===== config.mk =====
export PLATFORM = sky130hd
export DESIGN_NAME = button_conditioner_flat
export DESIGN_NICKNAME = d
export VERILOG_FILES = /design/src/rtl/button_conditioner_if.sv /design/src/rtl/button_conditioner.sv /design/src/flat_wrapper.sv
export SDC_FILE = /design/constraint.sdc
export NUM_CORES = 1
export LEC_CHECK = 0
export BUFFER_PORTS_ARGS = -buffer_cell sky130_fd_sc_hd__buf_4
export CORE_MARGIN = 3
export CORE_UTILIZATION = 35
export CTS_CLUSTER_SIZE = 24
export DETAILED_ROUTE_END_ITERATION = 7
export GPL_ROUTABILITY_DRIVEN = 0
export PLACE_DENSITY = 0.6
export REMOVE_ABC_BUFFERS = 1
export SYNTH_ARGS = -nofsm -noshare
export SYNTH_HDL_FRONTEND = slang
export SYNTH_SLANG_ARGS = --single-unit

===== constraint.sdc =====
create_clock -name clk -period 5.82 [get_ports clk]
set_clock_uncertainty 0.1 [all_clocks]
set_input_delay 1.164 -clock clk [delete_from_list [all_inputs] [get_ports clk]]
set_output_delay 1.164 -clock clk [all_outputs]
set_load 0.005 [all_outputs]

===== src/rtl/button_conditioner_if.sv =====
// Button bus between the raw launchpad inputs and the conditioned outputs
// consumed by the event animation stages. One bit per button channel.
interface button_conditioner_if #(
  parameter int N_BTN = 4
);
  logic [N_BTN-1:0] btn_raw;      // asynchronous raw inputs, 1 = pressed
  logic [N_BTN-1:0] btn_level;    // debounced level
  logic [N_BTN-1:0] btn_press;    // one-cycle pulse on debounced 0->1
  logic [N_BTN-1:0] btn_release;  // one-cycle pulse on debounced 1->0
  logic [N_BTN-1:0] btn_repeat;   // one-cycle auto-repeat pulses while held

  // Driver side: produces raw buttons, observes conditioned outputs
  modport master (
    output btn_raw,
    input  btn_level,
    input  btn_press,
    input  btn_release,
    input  btn_repeat
  );

  // Conditioner side: consumes raw buttons, produces conditioned outputs
  modport slave (
    input  btn_raw,
    output btn_level,
    output btn_press,
    output btn_release,
    output btn_repeat
  );
endinterface


===== src/rtl/button_conditioner.sv =====
// Multi-channel button front-end: per channel a 2-flop synchronizer,
// consecutive-sample debounce filter, press/release pulse generation and an
// auto-repeat pulse generator while held. Channels share no state.
module button_conditioner #(
  parameter int N_BTN         = 4,
  parameter int DB_CYCLES     = 8,
  parameter int HOLD_CYCLES   = 32,
  parameter int REPEAT_CYCLES = 8,
  parameter int CNT_W         = 8
) (
  input  logic                      clk,
  input  logic                      rst,
  button_conditioner_if.slave       bus
);

  // Terminal counter values; all counters clear here and so never wrap.
  localparam logic [CNT_W-1:0] DB_LAST     = CNT_W'(DB_CYCLES - 1);
  localparam logic [CNT_W-1:0] HOLD_LAST   = CNT_W'(HOLD_CYCLES - 1);
  localparam logic [CNT_W-1:0] REPEAT_LAST = CNT_W'(REPEAT_CYCLES - 1);

  typedef enum logic [1:0] {
    ST_IDLE = 2'd0,
    ST_HOLD = 2'd1,
    ST_RPT  = 2'd2
  } rpt_state_t;

  logic [N_BTN-1:0] level_o;
  logic [N_BTN-1:0] press_o;
  logic [N_BTN-1:0] release_o;
  logic [N_BTN-1:0] repeat_o;

  genvar gi;
  generate
    for (gi = 0; gi < N_BTN; gi = gi + 1) begin : g_chan
      // Synchronizer
      logic             s1_q;
      logic             s2_q;
      // Debounce filter
      logic             level_q, level_d;
      logic [CNT_W-1:0] dcnt_q, dcnt_d;
      logic             accept;
      // Edge pulses
      logic             press_q, press_d;
      logic             release_q, release_d;
      // Auto-repeat
      rpt_state_t       state_q, state_d;
      logic [CNT_W-1:0] rcnt_q, rcnt_d;
      logic             repeat_q, repeat_d;

      // Debounce: a new level is accepted only after DB_CYCLES consecutive
      // synchronized samples that differ from the current level; any sample
      // matching the level restarts the count.
      always_comb begin
        level_d = level_q;
        dcnt_d  = dcnt_q;
        accept  = 1'b0;
        if (s2_q == level_q) begin
          dcnt_d = '0;
        end else if (dcnt_q == DB_LAST) begin
          level_d = s2_q;
          dcnt_d  = '0;
          accept  = 1'b1;
        end else begin
          dcnt_d = dcnt_q + 1'b1;
        end
        // Pulses are registered alongside the level so they coincide with
        // the first cycle the new level is visible.
        press_d   = accept & s2_q;
        release_d = accept & ~s2_q;
      end

      // Repeat FSM next-state: HOLD times the initial delay after a press,
      // RPT times the spacing between repeats. A release always wins over a
      // coinciding counter expiry, so no repeat is emitted with level low.
      always_comb begin
        state_d  = state_q;
        rcnt_d   = rcnt_q;
        repeat_d = 1'b0;
        case (state_q)
          ST_IDLE: begin
            rcnt_d = '0;
            if (press_d) begin
              state_d = ST_HOLD;
            end
          end
          ST_HOLD: begin
            if (release_d) begin
              state_d = ST_IDLE;
              rcnt_d  = '0;
            end else if (rcnt_q == HOLD_LAST) begin
              state_d  = ST_RPT;
              rcnt_d   = '0;
              repeat_d = 1'b1;
            end else begin
              rcnt_d = rcnt_q + 1'b1;
            end
          end
          ST_RPT: begin
            if (release_d) begin
              state_d = ST_IDLE;
              rcnt_d  = '0;
            end else if (rcnt_q == REPEAT_LAST) begin
              rcnt_d   = '0;
              repeat_d = 1'b1;
            end else begin
              rcnt_d = rcnt_q + 1'b1;
            end
          end
          default: begin
            state_d = ST_IDLE;
            rcnt_d  = '0;
          end
        endcase
      end

      // Channel state registers; reset clears everything, so a reset during
      // a hold yields no release pulse and a still-pressed button must pass
      // the full sync + debounce path again.
      always_ff @(posedge clk) begin
        if (rst) begin
          s1_q      <= 1'b0;
          s2_q      <= 1'b0;
          level_q   <= 1'b0;
          dcnt_q    <= '0;
          press_q   <= 1'b0;
          release_q <= 1'b0;
          state_q   <= ST_IDLE;
          rcnt_q    <= '0;
          repeat_q  <= 1'b0;
        end else begin
          s1_q      <= bus.btn_raw[gi];
          s2_q      <= s1_q;
          level_q   <= level_d;
          dcnt_q    <= dcnt_d;
          press_q   <= press_d;
          release_q <= release_d;
          state_q   <= state_d;
          rcnt_q    <= rcnt_d;
          repeat_q  <= repeat_d;
        end
      end

      assign level_o[gi]   = level_q;
      assign press_o[gi]   = press_q;
      assign release_o[gi] = release_q;
      assign repeat_o[gi]  = repeat_q;
    end
  endgenerate

  assign bus.btn_level   = level_o;
  assign bus.btn_press   = press_o;
  assign bus.btn_release = release_o;
  assign bus.btn_repeat  = repeat_o;

endmodule


===== src/flat_wrapper.sv =====
// flat-port wrapper written by rule: the top's interface ports become plain ports
module button_conditioner_flat 
#(
  parameter int N_BTN         = 4,
  parameter int DB_CYCLES     = 8,
  parameter int HOLD_CYCLES   = 32,
  parameter int REPEAT_CYCLES = 8,
  parameter int CNT_W         = 8
)
  (clk, rst, bus_btn_raw, bus_btn_level, bus_btn_press, bus_btn_release, bus_btn_repeat);
  button_conditioner_if #(.N_BTN(N_BTN)) bus_i ();
  input  logic clk;
  input  logic rst;
  input wire logic [$bits(bus_i.btn_raw)-1:0] bus_btn_raw;
  output wire logic [$bits(bus_i.btn_level)-1:0] bus_btn_level;
  output wire logic [$bits(bus_i.btn_press)-1:0] bus_btn_press;
  output wire logic [$bits(bus_i.btn_release)-1:0] bus_btn_release;
  output wire logic [$bits(bus_i.btn_repeat)-1:0] bus_btn_repeat;
  assign bus_i.btn_raw = bus_btn_raw;
  assign bus_btn_level = bus_i.btn_level;
  assign bus_btn_press = bus_i.btn_press;
  assign bus_btn_release = bus_i.btn_release;
  assign bus_btn_repeat = bus_i.btn_repeat;
  button_conditioner #(.N_BTN(N_BTN), .DB_CYCLES(DB_CYCLES), .HOLD_CYCLES(HOLD_CYCLES), .REPEAT_CYCLES(REPEAT_CYCLES), .CNT_W(CNT_W)) u_core (.clk(clk), .rst(rst), .bus(bus_i));
endmodule

Word level (Yosys, flattened, before mapping)

Index checks and enable logic that the tools add are counted.

Order comparisons: 0
Shift-type cells: 0
Divide/modulo/power cells: 0
Bitwise operators: 16
Equality and inequality tests: 36
Reduce and logical (&&, ||, !) cells: 16
Multiplexer cells: 68
Add/subtract/negate cells: 8
Multipliers: 0

Operators by type and width:

| operator            | number |
|---|---|
| $mux 8              | 16 |
| $add 8x1->8 const B | 8 |
| $eq 8x3->1 const B  | 8 |
| $pmux 8 s2          | 4 |
| $eq 8x5->1 const B  | 4 |
| $mux 2              | 16 |
| $mux 1              | 24 |
| $pmux 2 s3          | 4 |
| $ne 2x1->1 const B  | 8 |
| $ne 3x1->1 const B  | 4 |
| $reduce_and 3->1    | 4 |
| $reduce_or 3->1     | 4 |
| $and 1x1->1         | 8 |
| $eq 2x1->1 const B  | 4 |
| $eq 2x2->1 const B  | 4 |
| $logic_not 2->1     | 4 |
| $not 1->1           | 8 |
| $pmux 1 s2          | 4 |
| $reduce_and 2->1    | 4 |
| $eq 1x1->1          | 4 |

ROM bits: 0
Register bits: 96
RAM bits: 0
Word-level logic and storage cells: 180
Output and inout port bits: 16
Bits of input ports: 6
Memories: 0
Bits in latches: 0

Logic depth before layout (Yosys ltp)

Word-level depth: 6
Mapped depth: 6
Mapped depth without buffers: 6

Least setup slack after synthesis

Ideal clock, no wire load.

Path type: input -> register
Start point: input rst
End point: register u_core.g_chan[0].state_q[1]
Arrival time: 1.880 ns
Data required time: 5.633 ns
Slack: 3.752 ns
Library setup time: 0.087 ns
Stages on the path: 4
Path buffers: 0
Cell sequence: clkinv_1 -> nand2_1 -> or4b_1 -> o31ai_1

RTL lines:

| element              | line                      | text |
|---|---|---|
| from (decl)          | flat_wrapper.sv:13        | `input logic rst;` |
| to (signal assigned) | button_conditioner.sv:137 | `state_q <= state_d;` |
| to (decl)            | button_conditioner.sv:46  | `rpt_state_t state_q, state_d;` |

==> impl_metrics.py <==
metrics = {
    "outcome": {
        "run_status": "completed",
    },
    "layout": {
        "fill_cells": 1169,
        "nets": 501,
        "seq_area_mm2": 0.001922,
        "stdcell_area_mm2": 0.004803,
        "multi_input_comb_area_mm2": 0.002152,
        "synthToLayoutAreaGrowth_pct": 11.73,
        "post-route-util_pct": 41.02,
        "n_antenna_cell": 0,
        "drive_gt1_share_pct": 9.792,
    },
    "synthesis": {
        "ys_seq_area_share_pct": 44.70,
        "synth_area_leader_cell": "dfxtp_1",
        "synth_area_leaders": "dfxtp_1 45%, xor2_1 6.5%, ha_1 5.8%",
        "synth_area_per_cell_um2": 9.186,
        "yosys_most_used_dff": "dfxtp_1",
        "yosysTopAreaCellShare_pct": 44.70,
        "synthArstFlopShare_pct": 0,
        "synth_most_common_cell": "dfxtp_1",
        "synth_edf_count": 0,
        "yosys_warnings": 0,
        "syn_area_mm2": 0.004299,
        "synth.distinct_cells": 56,
        "synth-seq-cells": 96,
        "syn_inst": 468,
        "synth_common_cells": "96 x dfxtp_1, 65 x nor2_1, 32 x xor2_1, 29 x nand3_1, 27 x nand2_1",
    },
    "cts": {
        "clk_path_buf_depth": 2,
        "clk_latency_ns": 0.34,
        "hold_buffers": 0,
        "cts.reportedPaths.clkPinSlew_ns": 0.07,
        "postCtsSetupBuffers": 0,
        "cts_made_buffers": 9,
        "clkSinkCount": 96,
        "cts-htree-levels": 3,
        "cts.repair.resized": 0,
        "clockRootBuffer": "clkbuf_16",
        "tritoncts": "done",
    },
    "placement": {
        "pre_cts_slack_ns": 3.177,
        "portBuffers": 21,
        "dp_hpwl_mm": 5.281,
        "placed_area_mm2": 0.004474,
    },
    "sta": {
        "slew_viol_final": 0,
        "period_share_pct": 38.98,
        "fin_crit_ns": 2.268,
        "relSlewSlack_pct": 63.59,
        "tns_ns": 0,
        "hold_violations": 0,
        "fin_ws_ns": 3.552,
        "setup_viol": 0,
        "tightest_slew_ns": 0.5461,
        "rsz0062_at_grt": "no",
        "fmax_mhz": 440.8,
    },
    "floorplan": {
        "die_x_um": 116.8,
        "coreArea_mm2": 0.01171,
        "die_area_mm2": 0.01365,
        "die_y_um": 116.8,
        "io_pins": 22,
        "rows": 39,
        "start_util_pct": 36.71,
    },
    "critical_path": {
        "crit_start": "rst",
        "crit_type": "in2reg",
        "cp_cell_sequence": "buf_4, clkinv_1, o311ai_2, nand3b_1, nor2_1",
        "start_kind": "input pin",
        "timing.rr.start": "u_core.g_chan[1].dcnt_q[0]$_SDFF_PP0_",
        "cpPeakStageDelay_ns": 0.33,
        "worstPathRequired_ns": 5.94,
        "crit_path_max_fanout": 32,
        "arrival_ns": 2.39,
        "rrSetupSlack_ns": 3.78,
        "cp_slowest_cell": "clkinv_1",
        "endpoint_kind": "flip-flop",
    },
    "min_path": {
        "hold_class": "reg2reg",
        "worstHoldStart": "u_core.g_chan[0].rcnt_q[0]$_SDFF_PP0_",
    },
    "global_routing": {
        "grt_pass1_vias": 2987,
        "antenna_found_initial": 0,
        "gr-total-overflow": 0,
        "grt_pass1_wl_mm": 13.25,
        "grt_usage_pct": 11.99,
        "grt_max_degree": 33,
    },
    "detailed_routing": {
        "vias_per_cell": 5.056,
        "drtPass1Iterations": 6,
        "ant_nets": 0,
        "drt_first_iter_violations": 107,
        "wirelength_mm": 7.419,
        "via_count": 3150,
        "routedWlPerCell_um": 11.91,
        "drc": 0,
    },
    "power": {
        "power.density_mw_per_mm2": 286.4,
        "leakagePower_nw": 1.763,
        "p_total_mw": 1.376,
        "ir_worst_vdd_uv": 159.5,
    },
    "job": {
        "maxCapViolations": 0,
    },
}
[power breakdown]
group          switching, mW  internal [mW]
registers            0.00546          0.664
logic                 0.0363         0.0271
clock network          0.253          0.390
[worst paths after layout]
kind                                                 to  depth (start not counted)
hold / removal    u_core.g_chan[0].rcnt_q[0]$_SDFF_PP0_                          1
hold reg to reg   u_core.g_chan[0].rcnt_q[0]$_SDFF_PP0_                          1
setup reg to reg  u_core.g_chan[1].rcnt_q[1]$_SDFF_PP0_                          5
setup / recovery  u_core.g_chan[3].rcnt_q[6]$_SDFF_PP0_                          5
[kinds of logic (layout without fill, tap and decap cells)]
logic type | after synthesis | after routing | synth area share [%]
buffers and inverters | 42 | 54 | 5.239
multiplexers | 2 | 2 | 0.4657
adder cells (fa/ha/maj) | 20 | 20 | 5.821
AO/OA/AOI/OAI | 45 | 45 | 8.091
AND/OR/NAND/NOR | 216 | 216 | 26.11
XOR/XNOR | 47 | 47 | 9.575
flip-flops | 96 | 96 | 44.70
[metal layers]
layer	share of wire, %	routed length, um	global-route usage (%)
met5	0	0	0
met2	47	3451	19.68
met1	47	3510	14.73
met3	4.3	322	3.805
met4	1.8	135	4.587
[flip-flops by register name, summed over array words and instances (netlist names)]
signal and count:
u_core.g_chan.release_q 4, u_core.g_chan.level_q 4, u_core.g_chan.dcnt_q 32, u_core.g_chan.s1_q 4, u_core.g_chan.state_q 8, u_core.g_chan.press_q 4
u_core.g_chan.repeat_q 4, u_core.g_chan.rcnt_q 32, u_core.g_chan.s2_q 4
[worst max-delay path, delay by kind of cell]
| family | cells | cell delay (ns) |
|---|---|---|
| AOI/OAI and AO/OA | 1 | 0.22 |
| buffers and inverters | 2 | 0.62 |
| and+or+nand+nor | 2 | 0.36 |
[cell usage in the layout, fill, tap and decap left out, types with 2 or more instances in the layout]
cell / netlist / routed
and2_1: 3 / 3
xnor2_1: 15 / 15
a21oi_1: 10 / 10
nand2b_1: 6 / 6
nand3b_1: 3 / 3
o31ai_1: 4 / 4
clkbuf_16: 0 / 9
o211a_1: 3 / 3
nor2_1: 65 / 65
nor4bb_1: 2 / 2
a21o_1: 3 / 3
a211oi_1: 2 / 2
a22oi_1: 4 / 4
mux2i_1: 2 / 2
nor3b_1: 3 / 3
o32ai_1: 2 / 2
nor3_1: 24 / 24
nor2b_1: 12 / 12
or4_4: 2 / 2
nand2_1: 27 / 27
and3b_1: 2 / 2
nor4_1: 2 / 2
nand4_1: 11 / 11
nand3_1: 29 / 29
buf_4: 16 / 21
a31oi_1: 6 / 6
dfxtp_1: 96 / 96
inv_1: 16 / 16
ha_1: 20 / 20
or3_1: 2 / 2
xor2_1: 32 / 32
bufinv_16: 0 / 2
and3_1: 13 / 13
[area by class of cell]
class	instances	area share [%]
well taps	143	3.725
clock inverters	6	1.875
inverters	17	1.328
multi-input cells	330	44.80
repair buffers	21	3.282
clock buffers	10	4.975
flip-flops and latches	96	40.01
[metrics by stage]
stage | hold WS, ns | cells
2_1_floorplan | 0.3132 | 443
3_3_place_gp | 0.3197 | 607
3_5_place_dp | 0.3262 | 607
4_1_cts | 0.3429 | 623
5_1_grt | 0.3638 | 623
6_report | 0.3378 | 623
Power figures use the tool's default switching activity.
